<file path="src/rtl/ro_puf_pkg.sv">
// Shared types and constants for the RO PUF measurement block.
// Optional feature macro: RO_PUF_DIFF_EN (adds DIFF/STABLE outputs on the top).
package ro_puf_pkg;

    typedef enum logic [2:0] {
        S_IDLE,
        S_SETUP,
        S_RUN,
        S_DRAIN,
        S_CMP,
        S_DONE
    } state_t;

    // Bit positions inside the 4-bit challenge word
    localparam int CHAL_SEL_A = 0;
    localparam int CHAL_BX_A  = 1;
    localparam int CHAL_SEL_B = 2;
    localparam int CHAL_BX_B  = 3;

    // Two synchronizer flops plus one history flop for edge detection;
    // the drain phase is this long so in-flight edges still get counted.
    localparam int SYNC_STAGES = 3;

endpackage

</file>
<file path="src/rtl/ro_puf_compare_edge_counter.sv">
// Per-RO front end: synchronizer, rising-edge detect and a saturating
// edge counter with synchronous clear and count enable.
module ro_edge_counter
    import ro_puf_pkg::*;
#(
    parameter int CNT_W = 16
) (
    input  logic             clk,
    input  logic             rst,
    input  logic             ro_in,
    input  logic             clr,
    input  logic             en,
    output logic [CNT_W-1:0] cnt,
    output logic             sat
);

    localparam logic [CNT_W-1:0] CNT_MAX = '1;

    logic [SYNC_STAGES-1:0] sync_q;
    logic [CNT_W-1:0]       cnt_d, cnt_q;
    logic                   sat_d, sat_q;
    logic                   rise;

    // Oldest flop holds the previous synchronized sample
    assign rise = sync_q[SYNC_STAGES-2] & ~sync_q[SYNC_STAGES-1];

    // Shift the asynchronous RO level into the clock domain
    always_ff @(posedge clk or posedge rst) begin
        if (rst) sync_q <= '0;
        else     sync_q <= {sync_q[SYNC_STAGES-2:0], ro_in};
    end

    // Next count: clear wins, otherwise count edges and stick at the ceiling
    always_comb begin
        cnt_d = cnt_q;
        sat_d = sat_q;
        if (clr) begin
            cnt_d = '0;
            sat_d = 1'b0;
        end else if (en && rise && (cnt_q != CNT_MAX)) begin
            cnt_d = cnt_q + 1'b1;
            if (cnt_d == CNT_MAX) sat_d = 1'b1;
        end
    end

    // Counter and saturation flag registers
    always_ff @(posedge clk or posedge rst) begin
        if (rst) begin
            cnt_q <= '0;
            sat_q <= 1'b0;
        end else begin
            cnt_q <= cnt_d;
            sat_q <= sat_d;
        end
    end

    assign cnt = cnt_q;
    assign sat = sat_q;

endmodule

</file>
<file path="src/rtl/ro_puf_compare.sv">
// RO PUF measurement top: applies a challenge to two RO slices, counts
// their edges over a fixed window and emits one response bit with DONE.
// Optional feature macro: RO_PUF_DIFF_EN adds MARGIN, DIFF and STABLE.
module ro_puf_compare
    import ro_puf_pkg::*;
#(
    parameter int CNT_W      = 16,
    parameter int WIN_CYC    = 1024,
    parameter int SETTLE_CYC = 16
`ifdef RO_PUF_DIFF_EN
    ,
    parameter int MARGIN     = 4
`endif
) (
    input  logic             CLK,
    input  logic             RST,
    input  logic             START,
    input  logic [3:0]       CHAL,
    input  logic             RO_IN_A,
    input  logic             RO_IN_B,
    output logic             RO_EN,
    output logic             RO_SEL_A,
    output logic             RO_BX_A,
    output logic             RO_SEL_B,
    output logic             RO_BX_B,
    output logic             BUSY,
    output logic             DONE,
    output logic             RESP,
    output logic [CNT_W-1:0] CNT_A,
    output logic [CNT_W-1:0] CNT_B,
    output logic             SAT
`ifdef RO_PUF_DIFF_EN
    ,
    output logic [CNT_W-1:0] DIFF,
    output logic             STABLE
`endif
);

    localparam int TMR_MAX = (WIN_CYC > SETTLE_CYC) ? WIN_CYC : SETTLE_CYC;
    localparam int TMR_W   = $clog2(TMR_MAX + 1);

    state_t           state_q;
    logic [TMR_W-1:0] timer_q;
    logic [3:0]       chal_q;
    logic             ro_en_q, busy_q, done_q, resp_q;
    logic [CNT_W-1:0] cnt_a, cnt_b;
    logic             sat_a, sat_b;
    logic             accept, cnt_clr, cnt_en;

    assign accept  = (state_q == S_IDLE) && START;
    assign cnt_clr = accept;
    // Drain keeps counting so edges still inside the synchronizer land
    assign cnt_en  = (state_q == S_RUN) || (state_q == S_DRAIN);

`ifdef RO_PUF_DIFF_EN
    logic [CNT_W-1:0] diff_q, diff_next;
    logic             stable_q;

    // Absolute count difference, sampled into DIFF during compare
    always_comb begin
        diff_next = (cnt_a > cnt_b) ? (cnt_a - cnt_b) : (cnt_b - cnt_a);
    end

    // DIFF/STABLE registers: updated only in the compare state
    always_ff @(posedge CLK or posedge RST) begin
        if (RST) begin
            diff_q   <= '0;
            stable_q <= 1'b0;
        end else if (state_q == S_CMP) begin
            diff_q   <= diff_next;
            stable_q <= (diff_next >= CNT_W'(MARGIN));
        end
    end

    assign DIFF   = diff_q;
    assign STABLE = stable_q;
`endif

    // Measurement sequencer with registered outputs
    always_ff @(posedge CLK or posedge RST) begin
        if (RST) begin
            state_q <= S_IDLE;
            timer_q <= '0;
            chal_q  <= '0;
            ro_en_q <= 1'b0;
            busy_q  <= 1'b0;
            done_q  <= 1'b0;
            resp_q  <= 1'b0;
        end else begin
            case (state_q)
                S_IDLE: begin
                    done_q <= 1'b0;
                    if (START) begin
                        chal_q  <= CHAL;
                        busy_q  <= 1'b1;
                        resp_q  <= 1'b0;
                        timer_q <= TMR_W'(SETTLE_CYC - 1);
                        state_q <= S_SETUP;
                    end
                end
                S_SETUP: begin
                    if (timer_q == '0) begin
                        ro_en_q <= 1'b1;
                        timer_q <= TMR_W'(WIN_CYC - 1);
                        state_q <= S_RUN;
                    end else begin
                        timer_q <= timer_q - 1'b1;
                    end
                end
                S_RUN: begin
                    if (timer_q == '0) begin
                        ro_en_q <= 1'b0;
                        timer_q <= TMR_W'(SYNC_STAGES - 1);
                        state_q <= S_DRAIN;
                    end else begin
                        timer_q <= timer_q - 1'b1;
                    end
                end
                S_DRAIN: begin
                    if (timer_q == '0) state_q <= S_CMP;
                    else               timer_q <= timer_q - 1'b1;
                end
                S_CMP: begin
                    // Tie resolves to 0
                    resp_q  <= (cnt_a > cnt_b);
                    state_q <= S_DONE;
                end
                S_DONE: begin
                    done_q  <= 1'b1;
                    busy_q  <= 1'b0;
                    state_q <= S_IDLE;
                end
                default: state_q <= S_IDLE;
            endcase
        end
    end

    ro_edge_counter #(.CNT_W(CNT_W)) u_cnt_a (
        .clk   (CLK),
        .rst   (RST),
        .ro_in (RO_IN_A),
        .clr   (cnt_clr),
        .en    (cnt_en),
        .cnt   (cnt_a),
        .sat   (sat_a)
    );

    ro_edge_counter #(.CNT_W(CNT_W)) u_cnt_b (
        .clk   (CLK),
        .rst   (RST),
        .ro_in (RO_IN_B),
        .clr   (cnt_clr),
        .en    (cnt_en),
        .cnt   (cnt_b),
        .sat   (sat_b)
    );

    assign RO_EN    = ro_en_q;
    assign RO_SEL_A = chal_q[CHAL_SEL_A];
    assign RO_BX_A  = chal_q[CHAL_BX_A];
    assign RO_SEL_B = chal_q[CHAL_SEL_B];
    assign RO_BX_B  = chal_q[CHAL_BX_B];
    assign BUSY     = busy_q;
    assign DONE     = done_q;
    assign RESP     = resp_q;
    assign CNT_A    = cnt_a;
    assign CNT_B    = cnt_b;
    assign SAT      = sat_a | sat_b;

endmodule
</file>
<file path="config.mk">
export PLATFORM = sky130hd
export DESIGN_NAME = ro_puf_compare
export DESIGN_NICKNAME = d
export VERILOG_FILES = /design/src/rtl/ro_puf_pkg.sv /design/src/rtl/ro_puf_compare_edge_counter.sv /design/src/rtl/ro_puf_compare.sv
export SDC_FILE = /design/constraint.sdc
export NUM_CORES = 1
export LEC_CHECK = 0
export ABC_AREA = 0
export CORE_UTILIZATION = 60
export CTS_BUF_LIST = sky130_fd_sc_hd__clkbuf_16
export CTS_CLUSTER_SIZE = 28
export DETAILED_ROUTE_END_ITERATION = 6
export DONT_BUFFER_PORTS = 1
export PLACE_DENSITY = 0.76
export SLEW_MARGIN = 10
export SYNTH_ARGS = -nofsm -noshare
export SYNTH_HDL_FRONTEND = slang
export SYNTH_SLANG_ARGS = --single-unit
</file>
<file path="constraint.sdc">
create_clock -name CLK -period 2.8 [get_ports CLK]
set_input_delay 0 -clock CLK [delete_from_list [all_inputs] [get_ports CLK]]
set_output_delay 0 -clock CLK [all_outputs]
set_load 0.005 [all_outputs]
</file>
==> flow_metrics.py <==
metrics = {
    "outcome": {
        "outcome": "finished, violations left",
        "violations": "design-rule violations",
    },
    "logic_synthesis": {
        "syn_inst": 451,
        "synth_top_cell_area_share_pct": 38.2,
        "synth_area_per_cell_um2": 9.01,
        "ys_types": 59,
        "ys_top_cells_by_area": "dfrtp_1 38%, ha_1 6.8%, nand2_1 5.1%",
        "syn-num-nets": 482,
        "ys_seq_area_share_pct": 38.2,
        "yosysTopAreaCell": "dfrtp_1",
        "ys.flop_type": "dfrtp_1",
        "syn_area_um2": 4060,
        "yosys_warnings": 0,
        "synth_edf_count": 0,
        "synth-async-reset-ratio_pct": 100,
        "ys_seq_elements": 62,
    },
    "timing": {
        "max_slew_margin_pct": 38.5,
        "slew_viol_final": 0,
        "setup_violations": 0,
        "final_hold_viol_count": 0,
        "worstMarginPinSlew_ns": 0.923,
        "layout_worst_path_cycle_share_pct": 82.3,
        "fin_hold_ws_ns": 0.157,
        "rsz0062_at_grt": "no",
        "clock.fmax_ghz": 0.434,
        "clock_skew_ns": 0.00627,
        "finalSetupTns_ns": 0,
        "setup_ws_ns": 0.497,
        "min_period_ns": 2.30,
    },
    "final_layout": {
        "n_fill_cell": 497,
        "layout_common_cells": "62 x dfrtp_1, 55 x nand2_1, 31 x o21ai_0, 30 x nor2_1, 29 x inv_1",
        "final_common_cell": "dfrtp_1",
        "seqCellArea_um2": 1550,
        "antenna_cells": 0,
        "layoutNonFillerInstCount": 544,
        "synthToLayoutAreaGrowth_pct": 11.4,
        "drive_gt1_share_pct": 10.7,
        "multi_input_area_um2": 2320,
        "fin_nets": 494,
    },
    "placed_design": {
        "dp.cells": 521,
        "place_congestion": 0.871,
        "io_buffer_count": 0,
        "dpl.hpwl_um": 6910,
        "pre_cts_ws_ns": 0.529,
    },
    "drt": {
        "firstDrtPassIters": 7,
        "wl_um": 9980,
        "vias_per_cell": 6.60,
        "num_vias": 3591,
        "drt_iter0_drc": 224,
        "post_drt_wl_per_cell_um": 18.3,
        "ant_nets": 0,
        "drc": 11,
    },
    "floorplanning": {
        "core_area_um2": 6460,
        "io_pins": 50,
        "start_util_pct": 62.9,
        "design.die.area_um2": 7100,
        "std_cell_rows": 29,
        "die_w_um": 84.3,
        "die_y_um": 84.3,
    },
    "power": {
        "clkPwrFrac_pct": 52.9,
        "switching_share_pct": 20.6,
        "seqPwrFrac_pct": 45.4,
        "comb_power_share_pct": 1.6,
        "p_int_mw": 1.59,
        "power_leakage_nw": 1.92,
        "vdd_drop_max_mv": 0.362,
        "p_switching_mw": 0.412,
        "power.density_nw_per_um2": 442,
    },
    "clocking": {
        "cts_root_buf": "clkbuf_16",
        "htreeDepth": 3,
        "ctsResizeCount": 0,
        "clock_latency_ns": 0.33,
        "cts_buffer_depth": 2,
        "cts_tree": "yes",
        "clkSinkCount": 62,
        "clk_pin_slew_worst_paths_ns": 0.05,
        "cts_made_buffers": 9,
    },
    "setup_path": {
        "crit_start": "u_cnt_a.cnt[1]",
        "cp-start-kind": "register",
        "crit_fanout": 22,
        "end_kind": "register",
        "arrival_ns": 2.52,
        "critical_path_class": "register to register",
        "worst-endpoint-required_ns": 3.02,
        "r2r_start": "u_cnt_a.cnt[1]",
    },
    "grt": {
        "grt_pass1_wl_um": 16800,
        "grt_overflow": 0,
        "globalRouteTotalUtil_pct": 30.4,
        "antenna_found_initial": 0,
        "grt_pass1_vias": 3521,
        "grt_max_degree": 43,
    },
    "job": {
        "drv_cap": 0,
    },
    "min_path": {
        "hold_path.class": "input pin to register",
        "hold_start": "START",
    },
}
-- power groups by stage --
stage               Sequential [mW]  Combinational [mW]  Clock [mW]
floorplan                     0.923              0.0164           0
finish                        0.908              0.0323        1.06
global route                  0.908              0.0376        1.11
global placement              0.923              0.0240           0
CTS                           0.908              0.0334        1.06
detailed placement            0.924              0.0240           0
-- logic make-up after synthesis --
group / Yosys count / share of synthesized area [%]
AO/OA/AOI/OAI: 109 / 18.6
adder cells (fa/ha/maj): 22 / 6.78
multiplexers: 30 / 7.89
XOR/XNOR: 8 / 1.73
buffers and inverters: 49 / 5.11
AND/OR/NAND/NOR: 171 / 21.7
flip-flops: 62 / 38.2
-- through the flow --
stage          power [mW]  utilization [%]  cell area (um^2)
5_1_grt              2.05             70.1              4530
4_1_cts              2.00             70.1              4530
3_3_place_gp        0.947             64.5              4170
6_report             2.00             70.1              4530
3_5_place_dp        0.948             64.5              4170
2_1_floorplan       0.939                -              4060
-- worst max-delay path, stage by stage (launching register included) --
cell and delay (ns):
dfrtp_1 0.48, ha_1 0.25, nand2_1 0.13, nor2_2 0.09, a31oi_4 0.61, mux2_2 0.41
a22o_1 0.22
-- what timing repair did --
item,CTS,global route
hold endpoints to repair,50,0
hold buffers,8,0
setup buffers,0,0
endpoints found under the setup margin,0,0
-- worst paths after layout --
path	endpoint	slack (ns)	cells past startpoint
worst max-delay path	u_cnt_a.cnt[3]	0.50	6
worst min-delay path	timer_q[0]	0.16	3
worst max register to register	u_cnt_a.cnt[3]	0.50	6
worst min register to register	u_cnt_a.sync_q[1]	0.34	0
max in group asynchronous	u_cnt_a.sync_q[1]	1.60	3
min in group asynchronous	chal_q[1]	0.34	2
-- cell type report --
type                       instances  share of cell area [%]
tap                               77                    2.13
multi-input combinational        340                    51.2
sequential                        62                    34.3
timing repair buffer              20                    3.76
inverter                          30                    2.49
clock buffer                       9                    4.98
clock inverter                     6                    1.19
-- cell usage after synthesis, types with 8 or more instances --
library cell / number
o21ai_0: 31
nand3_1: 22
clkbuf_1: 10
inv_1: 30
a22o_1: 12
nor3_1: 11
nor2_1: 30
ha_1: 22
nand2_1: 55
mux2_2: 8
mux2i_1: 20
nand4_1: 12
a21oi_1: 16
dfrtp_1: 62
-- flip-flops by register name, indices dropped and copies added (netlist names) --
signal          cells
BUSY                1
DONE                1
RESP                1
RO_EN               1
chal_q              4
state_q             3
timer_q            11
u_cnt_a.cnt        16
u_cnt_a.sat         1
u_cnt_a.sync_q      3
u_cnt_b.cnt        16
u_cnt_b.sat         1
u_cnt_b.sync_q      3
-- layer usage --
layer  GRT usage (%)  vias up  share of wire, %
li1                -     1681                 -
met1            40.4     1750                45
met2            47.5      146                46
met3            8.36       14               7.5
met4            12.2        0               1.4
met5               0        -                 0
No activity file was read; power rests on OpenSTA's default activity.
